`config.mk`:
```
export PLATFORM = sky130hd
export DESIGN_NAME = microstep_phase_gen
export DESIGN_NICKNAME = d
export VERILOG_FILES = /design/src/rtl/microstep_phase_gen.sv
export SDC_FILE = /design/constraint.sdc
export NUM_CORES = 1
export LEC_CHECK = 0
export BUFFER_PORTS_ARGS = -buffer_cell sky130_fd_sc_hd__buf_2
export CELL_PAD_IN_SITES_DETAIL_PLACEMENT = 0
export CELL_PAD_IN_SITES_GLOBAL_PLACEMENT = 2
export CORE_MARGIN = 5
export CORE_UTILIZATION = 37
export DETAILED_ROUTE_END_ITERATION = 10
export GPL_TIMING_DRIVEN = 1
export PLACE_DENSITY = 0.95
export SLEW_MARGIN = 20
export SYNTH_ARGS = -nofsm -noshare
export SYNTH_HDL_FRONTEND = slang
export SYNTH_SLANG_ARGS = --single-unit
```
`constraint.sdc`:
```
create_clock -name clk -period 9.9 [get_ports clk]
set_input_delay 1.98 -clock clk [delete_from_list [all_inputs] [get_ports clk]]
set_output_delay 1.98 -clock clk [all_outputs]
set_load 0.02 [all_outputs]
```
`src/rtl/microstep_phase_gen.sv`:
```
// rtl/microstep_phase_gen.sv - step/direction to electrical phase position front end
module microstep_phase_gen #(
    parameter int COUNT_WIDTH = 32
) (
    input  logic                   clk,
    input  logic                   resetn,
    input  logic                   step,
    input  logic                   dir,
    input  logic                   enable,
    input  logic [5:0]             inc,
    input  logic                   load,
    input  logic [7:0]             load_pos,
    output logic [7:0]             pos,
    output logic [COUNT_WIDTH-1:0] count,
    output logic                   moved,
    output logic                   inc_err
);

    localparam logic [8:0] PHASE_SPAN = 9'd192;

    // step goes through three flops so the third can serve as the edge reference
    logic s1_q, s2_q, s3_q;
    logic d1_q, d2_q;

    logic [7:0]             pos_q, pos_d;
    logic [COUNT_WIDTH-1:0] count_q, count_d;
    logic                   moved_q, moved_d;
    logic                   inc_err_q, inc_err_d;

    logic                   step_edge;
    logic                   inc_valid;
    logic                   accept;
    logic [8:0]             fwd_t;
    logic signed [8:0]      rev_t;
    logic [7:0]             fwd_pos;
    logic [7:0]             rev_pos;
    logic [7:0]             load_pos_wrapped;
    logic [8:0]             rev_fix;
    logic [COUNT_WIDTH-1:0] inc_ext;

    assign step_edge = s2_q & ~s3_q;
    assign inc_valid = (inc != 6'd0) && (inc <= 6'd48);
    assign accept    = step_edge && enable && !load;
    assign inc_ext   = COUNT_WIDTH'(inc);

    // Both wrap candidates are formed in 9 bits; pos < 192 and inc <= 48 keep them in range
    assign fwd_t   = {1'b0, pos_q} + {3'b000, inc};
    assign fwd_pos = (fwd_t >= PHASE_SPAN) ? 8'(fwd_t - PHASE_SPAN) : fwd_t[7:0];
    assign rev_t   = $signed({1'b0, pos_q}) - $signed({3'b000, inc});
    assign rev_fix = (rev_t < 0) ? 9'($unsigned(rev_t) + PHASE_SPAN) : $unsigned(rev_t);
    assign rev_pos = rev_fix[7:0];

    assign load_pos_wrapped = (load_pos < 8'd192) ? load_pos : 8'(load_pos - 8'd192);

    // Next-state selection: load wins over a same-cycle edge, invalid increments only flag
    always_comb begin
        pos_d     = pos_q;
        count_d   = count_q;
        moved_d   = 1'b0;
        inc_err_d = inc_err_q;
        if (load) begin
            pos_d     = load_pos_wrapped;
            count_d   = '0;
            inc_err_d = 1'b0;
        end else if (accept) begin
            if (!inc_valid) begin
                inc_err_d = 1'b1;
            end else if (d2_q) begin
                pos_d   = fwd_pos;
                count_d = count_q + inc_ext;
                moved_d = 1'b1;
            end else begin
                pos_d   = rev_pos;
                count_d = count_q - inc_ext;
                moved_d = 1'b1;
            end
        end
    end

    // Synchronizer chains for the asynchronous step and dir pins
    always_ff @(posedge clk or negedge resetn) begin
        if (!resetn) begin
            s1_q <= 1'b0;
            s2_q <= 1'b0;
            s3_q <= 1'b0;
            d1_q <= 1'b0;
            d2_q <= 1'b0;
        end else begin
            s1_q <= step;
            s2_q <= s1_q;
            s3_q <= s2_q;
            d1_q <= dir;
            d2_q <= d1_q;
        end
    end

    // Registered phase, count, move pulse and sticky error flag
    always_ff @(posedge clk or negedge resetn) begin
        if (!resetn) begin
            pos_q     <= 8'd0;
            count_q   <= '0;
            moved_q   <= 1'b0;
            inc_err_q <= 1'b0;
        end else begin
            pos_q     <= pos_d;
            count_q   <= count_d;
            moved_q   <= moved_d;
            inc_err_q <= inc_err_d;
        end
    end

    assign pos     = pos_q;
    assign count   = count_q;
    assign moved   = moved_q;
    assign inc_err = inc_err_q;

endmodule

```
==> Yosys cells after proc, flatten, opt, wreduce, memory -nomap -nowiden <==
Cells that the tools add are included.
{ "classes": {"reduce_logical": 9, "n_eq_ne": 1, "n_mux": 17, "n_bitwise": 2, "magnitude_cmp": 4, "addsub": 7} }
{ "ops": {"columns": ["op", "count"], "rows": [
  ["32-bit 2-to-1 mux", 4],
  ["8-bit 2-to-1 mux", 7],
  ["32-bit by 6-bit adder with 32-bit output", 1],
  ["32-bit by 6-bit subtractor with 32-bit output", 1],
  ["8-bit subtractor (second input constant)", 2],
  ["8-bit by 6-bit adder with 9-bit output", 1],
  ["9-bit by 8-bit >= comparator with 1-bit output (second input constant)", 1],
  ["9-bit by 1-bit less-than comparator with 1-bit output (second input constant)", 1],
  ["8-bit by 6-bit subtractor with 9-bit output", 1],
  ["8-bit adder (second input constant)", 1],
  ["8-bit less-than comparator (second input constant)", 1],
  ["6-bit less-or-equal comparator (second input constant)", 1],
  ["1-bit 2-to-1 mux", 6],
  ["6-bit nonzero test", 1],
  ["2-bit AND reduction", 2],
  ["2-bit nonzero test", 2],
  ["1-bit logical AND", 3],
  ["2-bit inequality test (second input constant)", 1],
  ["1-bit bitwise AND", 1],
  ["1-bit logical NOT", 1],
  ["1-bit NOT", 1]
]} }
{ "word_totals": {"register_bits": 47, "input_bits": 20, "out_inout_bits": 42} }

==> Depth between registers and ports, before layout <==
{ "logic_depth": {"word_depth": 7, "ltp_mapped": 21} }

==> Worst setup path before layout <==
Ideal clock, no wire load.
{ "synth_path": {"kind": "input-to-reg", "start": "input port inc[1]", "end": "register count_q[31], in the netlist count[31]", "required_time_ns": 9.772, "t_arrival_ns": 5.845, "path_buffers": 4, "setup_slack_ns": 3.927, "stages": 21, "setup_time_ns": 0.128, "path_cell_list": "inv_1 ha_1 nor3b_2 a21o_1 buf_6 inv_8 buf_6 buf_2 buf_1 ha_1 nand2_1 o21ai_0 nand2_1 o32a_4 o211ai_2 a21oi_2 o41ai_2 nor3_1 a31oi_1 mux2i_1 mux2_1"} }
{ "synth_between": {"elab_chain_cells": 5, "elab_cells_between_ends": 11, "cone_classes": "2 x add/sub; 1 x order compare; 4 x mux; 4 x reduce/logical"} }
{ "synth_rtl": {"columns": ["element", "line", "text"], "rows": [
  ["from (decl)", "10", "input logic [5:0] inc,"],
  ["32-bit by 6-bit subtractor with 32-bit output / 32-bit by 6-bit adder with 32-bit output (equally long branches)", "74, 70", null],
  ["32-bit 2-to-1 mux", "68", "end else if (d2_q) begin"],
  ["32-bit 2-to-1 mux", "66", "if (!inc_valid) begin"],
  ["32-bit 2-to-1 mux", "65", "end else if (accept) begin"],
  ["32-bit 2-to-1 mux", "61", "if (load) begin"],
  ["to (signal assigned)", "106", "count_q <= count_d;"],
  ["to (decl)", "26", "logic [COUNT_WIDTH-1:0] count_q, count_d;"]
]} }
Parallel ways exist; a longest one is shown, timed or not. The select of a mux whose other input is x is not followed.
A chain may end at the register's enable or synchronous reset.

==> Worst setup path after layout <==
Ends and elaborated chain as after synthesis.

==> results.sh <==
export IMPL_synth_warnings=0
export IMPL_holdBufCountCts=0
export IMPL_synthesis_area_mm2=0.00441
export IMPL_layout_nets=651
export IMPL_numClockSinks=47
export IMPL_drtIter0Drc=173
export IMPL_rsz0062_at_grt="no"
export IMPL_setup_viol=0
export IMPL_portBuffers=61
export IMPL_power_density_mw_per_mm2=113
export IMPL_crit_arrival_ns=6.15
export IMPL_area_delta_synth_final_pct=12.3
export IMPL_clkLatencyLatePin_ns=0.29
export IMPL_synth_top_area_cell="dfrtp_1"
export IMPL_combPwrFrac_pct=31.7
export IMPL_p_leak_nw=2.37
export IMPL_cts_made_buffers=5
export IMPL_period_share_pct=60.4
export IMPL_cp_max_fo=40
export IMPL_antenna_found_initial=0
export IMPL_hp_start="s1_q"
export IMPL_hpwl_um=8670
export IMPL_hold_viol_final=0
export IMPL_critPathLaunch="inc[1]"
export IMPL_gp_congestion=0.898
export IMPL_worst_pin_slew_ns=0.748
export IMPL_cp_start_kind="input port"
export IMPL_cts_root_buf="clkbuf_16"
export IMPL_vias_per_cell=5.51
export IMPL_antenna_left=0
export IMPL_clock_path_buffers=2
export IMPL_finalSetupTns_ns=0
export IMPL_clk_pin_slew_worst_paths_ns=0.06
export IMPL_dieArea_mm2=0.0142
export IMPL_first_pass_iters=4
export IMPL_n_antenna_cell=0
export IMPL_ys_types=65
export IMPL_p_clk_share_pct=30.2
export IMPL_synth_edf_count=0
export IMPL_synthTopCellsByArea="dfrtp_1 27%, ha_1 12%, a21oi_1 6.7%, nand2_1 4.8%, xnor2_1 4.8%"
export IMPL_crit_type="input port to register"
export IMPL_num_rows=39
export IMPL_cts_tree="built"
export IMPL_grt_usage_pct=17.0
export IMPL_hold_class="register to register"
export IMPL_r2r_start="d2_q"
export IMPL_cap_violations=0
export IMPL_ir_drop_mv=0.0576
export IMPL_hold_slack_ns=0.349
export IMPL_intPower_w=0.000365
export IMPL_post_cts_setup_buffer_count=0
export IMPL_pwr_share_seq_pct=38.1
export IMPL_num_fill_cells=1186
export IMPL_final_max_slew_viol_count=0
export IMPL_wl_per_cell_um=16.3
export IMPL_cts_htree_levels=2
export IMPL_core_area_mm2=0.0116
export IMPL_grt_max_degree=54
export IMPL_synthDominantCellAreaShare_pct=26.7
export IMPL_grt_pass1_wl_um=20100
export IMPL_fp_dieH_um=119
export IMPL_clock_fmax_mhz=167
export IMPL_chipWidth_um=119
export IMPL_async_flop_share_pct=100
export IMPL_cp_end_kind="register"
export IMPL_start_util_pct=38.1
export IMPL_syn_avg_cell_area_um2=8.14
export IMPL_p_switching_w=0.000197
export IMPL_netSwitchingFraction_pct=35.0
export IMPL_required_ns=10.07
export IMPL_route_detailed_drc=0
export IMPL_ys_seq_area_share_pct=26.7
export IMPL_grt_overflow=0
export IMPL_cts_resized=0
export IMPL_final_layout_size_suffix_gt1_share_pct=15.3
export IMPL_synthFlopType="dfrtp_1"
export IMPL_synth_nets=606
export IMPL_maxSlewHeadroom_pct=50.2
export IMPL_num_io_pins=62
export IMPL_finClkSkew_ns=0.00682
export IMPL_wirelength_um=11900
export IMPL_vias=4029
export IMPL_grt_pass1_vias=4069
export IMPL_period_minus_slack_ns=5.97
export IMPL_synth_seq_cells=47
export IMPL_synth_cells=542
export IMPL_status="complete, no violations"
[stage by stage]
step / area, um^2 / utilization, % / total power, W / cells / worst slack [ns]
2_1_floorplan: 4410 / - / 0.000346 / 542 / 3.93
3_3_place_gp: 4820 / 41.6 / 0.000393 / 723 / 3.76
3_5_place_dp: 4820 / 41.6 / 0.000395 / 723 / 3.66
4_1_cts: 4950 / 42.8 / 0.000569 / 731 / 3.94
5_1_grt: 4950 / 42.8 / 0.000600 / 731 / 3.56
6_report: 4950 / 42.8 / 0.000562 / 731 / 3.93
[final cells by class]
type	instances	area [um^2]	area share, %
tap	143	179	3.61
clock inverter	1	5.00	0.101
timing repair buffer	66	343	6.92
inverter	25	101	2.05
sequential	47	1180	23.7
clock buffer	7	133	2.68
multi-input combinational	442	3020	60.9
[state kept, by name (all words and copies together), names as in the netlist]
register	cells
count	32
pos	8
d1_q	1
d2_q	1
inc_err	1
moved	1
s1_q	1
s2_q	1
s3_q	1
[kinds of logic after synthesis]
group | after synthesis | share of synthesized area [%]
buffers and inverters | 53 | 5.05
DFF | 47 | 26.7
AOI/OAI and AO/OA | 170 | 24.9
muxes | 10 | 2.52
xor gates and xnor gates | 37 | 7.35
adders and majority gates | 51 | 14.6
and+or+nand+nor | 174 | 18.9
[Yosys cell counts, types with 3 or more instances]
library cell	n
nand2_1	56
a21oi_1	59
clkbuf_1	23
nand2b_1	6
o21a_1	8
and3_1	5
nor2_1	55
nand3_1	9
o31ai_1	3
ha_1	41
mux2i_1	4
xor2_1	13
maj3_1	5
nor2b_1	10
mux2_2	4
o21ai_0	31
dfrtp_1	47
nor3_1	5
nor4b_1	3
nand4_1	5
fa_1	3
or3_1	7
o211ai_1	3
nand3b_1	3
a21o_1	15
inv_1	24
o21bai_1	4
xnor2_1	24
a31oi_1	14
a211oi_1	8
[power by group through the flow]
stage | combinational [W] | sequential [W] | clock [W]
CTS | 0.000179 | 0.000214 | 0.000177
floorplan | 0.000123 | 0.000223 | 0
detailed placement | 0.000177 | 0.000217 | 0
global route | 0.000200 | 0.000215 | 0.000185
global placement | 0.000176 | 0.000217 | 0
finish | 0.000178 | 0.000214 | 0.000170
[final timing paths]
path / end / slack [ns] / depth (start not counted)
max in group asynchronous: count[27] / 7.66 / 2
worst min register to register: s2_q / 0.35 / 0
min in group asynchronous: count[19] / 1.80 / 2
worst max register to register: count[31] / 5.56 / 14
worst max-delay path: count[31] / 3.93 / 18
worst min-delay path: s2_q / 0.35 / 0
[metal layers]
layer | vias up | wire [um] | global-route usage (%)
li1 | 2030 | - | -
met1 | 1923 | 5640 | 22.8
met2 | 67 | 5690 | 28.5
met3 | 9 | 428 | 3.08
met4 | 0 | 131 | 4.06
met5 | - | 0 | 0
[placed cells by master, fill, tap and decap left out, types with 3 or more instances in the layout]
master	count
nand2b_1	5
xnor2_1	24
nor2_1	55
a21o_1	15
o211ai_1	3
a31oi_1	14
clkbuf_16	5
xor2_1	13
nor4b_1	3
nand3b_1	3
and3_1	5
mux2i_1	4
o31ai_1	3
o21ai_0	31
nor2b_1	9
a211oi_1	8
fa_1	3
mux2_2	4
a21oi_1	59
maj3_1	5
nand4_1	5
nand2_1	56
or3_1	7
ha_1	41
buf_4	5
nand3_1	9
buf_2	61
nor3_1	5
o21a_1	8
inv_1	24
dfrtp_1	47
o21bai_1	4
[critical path, cell delays in order]
cell	delay [ns]
buf_2	0.13
inv_1	0.17
ha_1	0.20
nor3b_2	0.26
a21o_1	0.50
inv_8	0.20
ha_1	0.41
a21oi_1	0.11
o211ai_1	0.10
nand2_1	0.12
o32a_4	0.40
o211ai_2	0.22
a21oi_2	0.10
o41ai_2	0.36
nor3_1	0.08
a31oi_1	0.21
mux2i_1	0.23
mux2_1	0.33
Note: power is estimated with default switching activity, not from simulation.
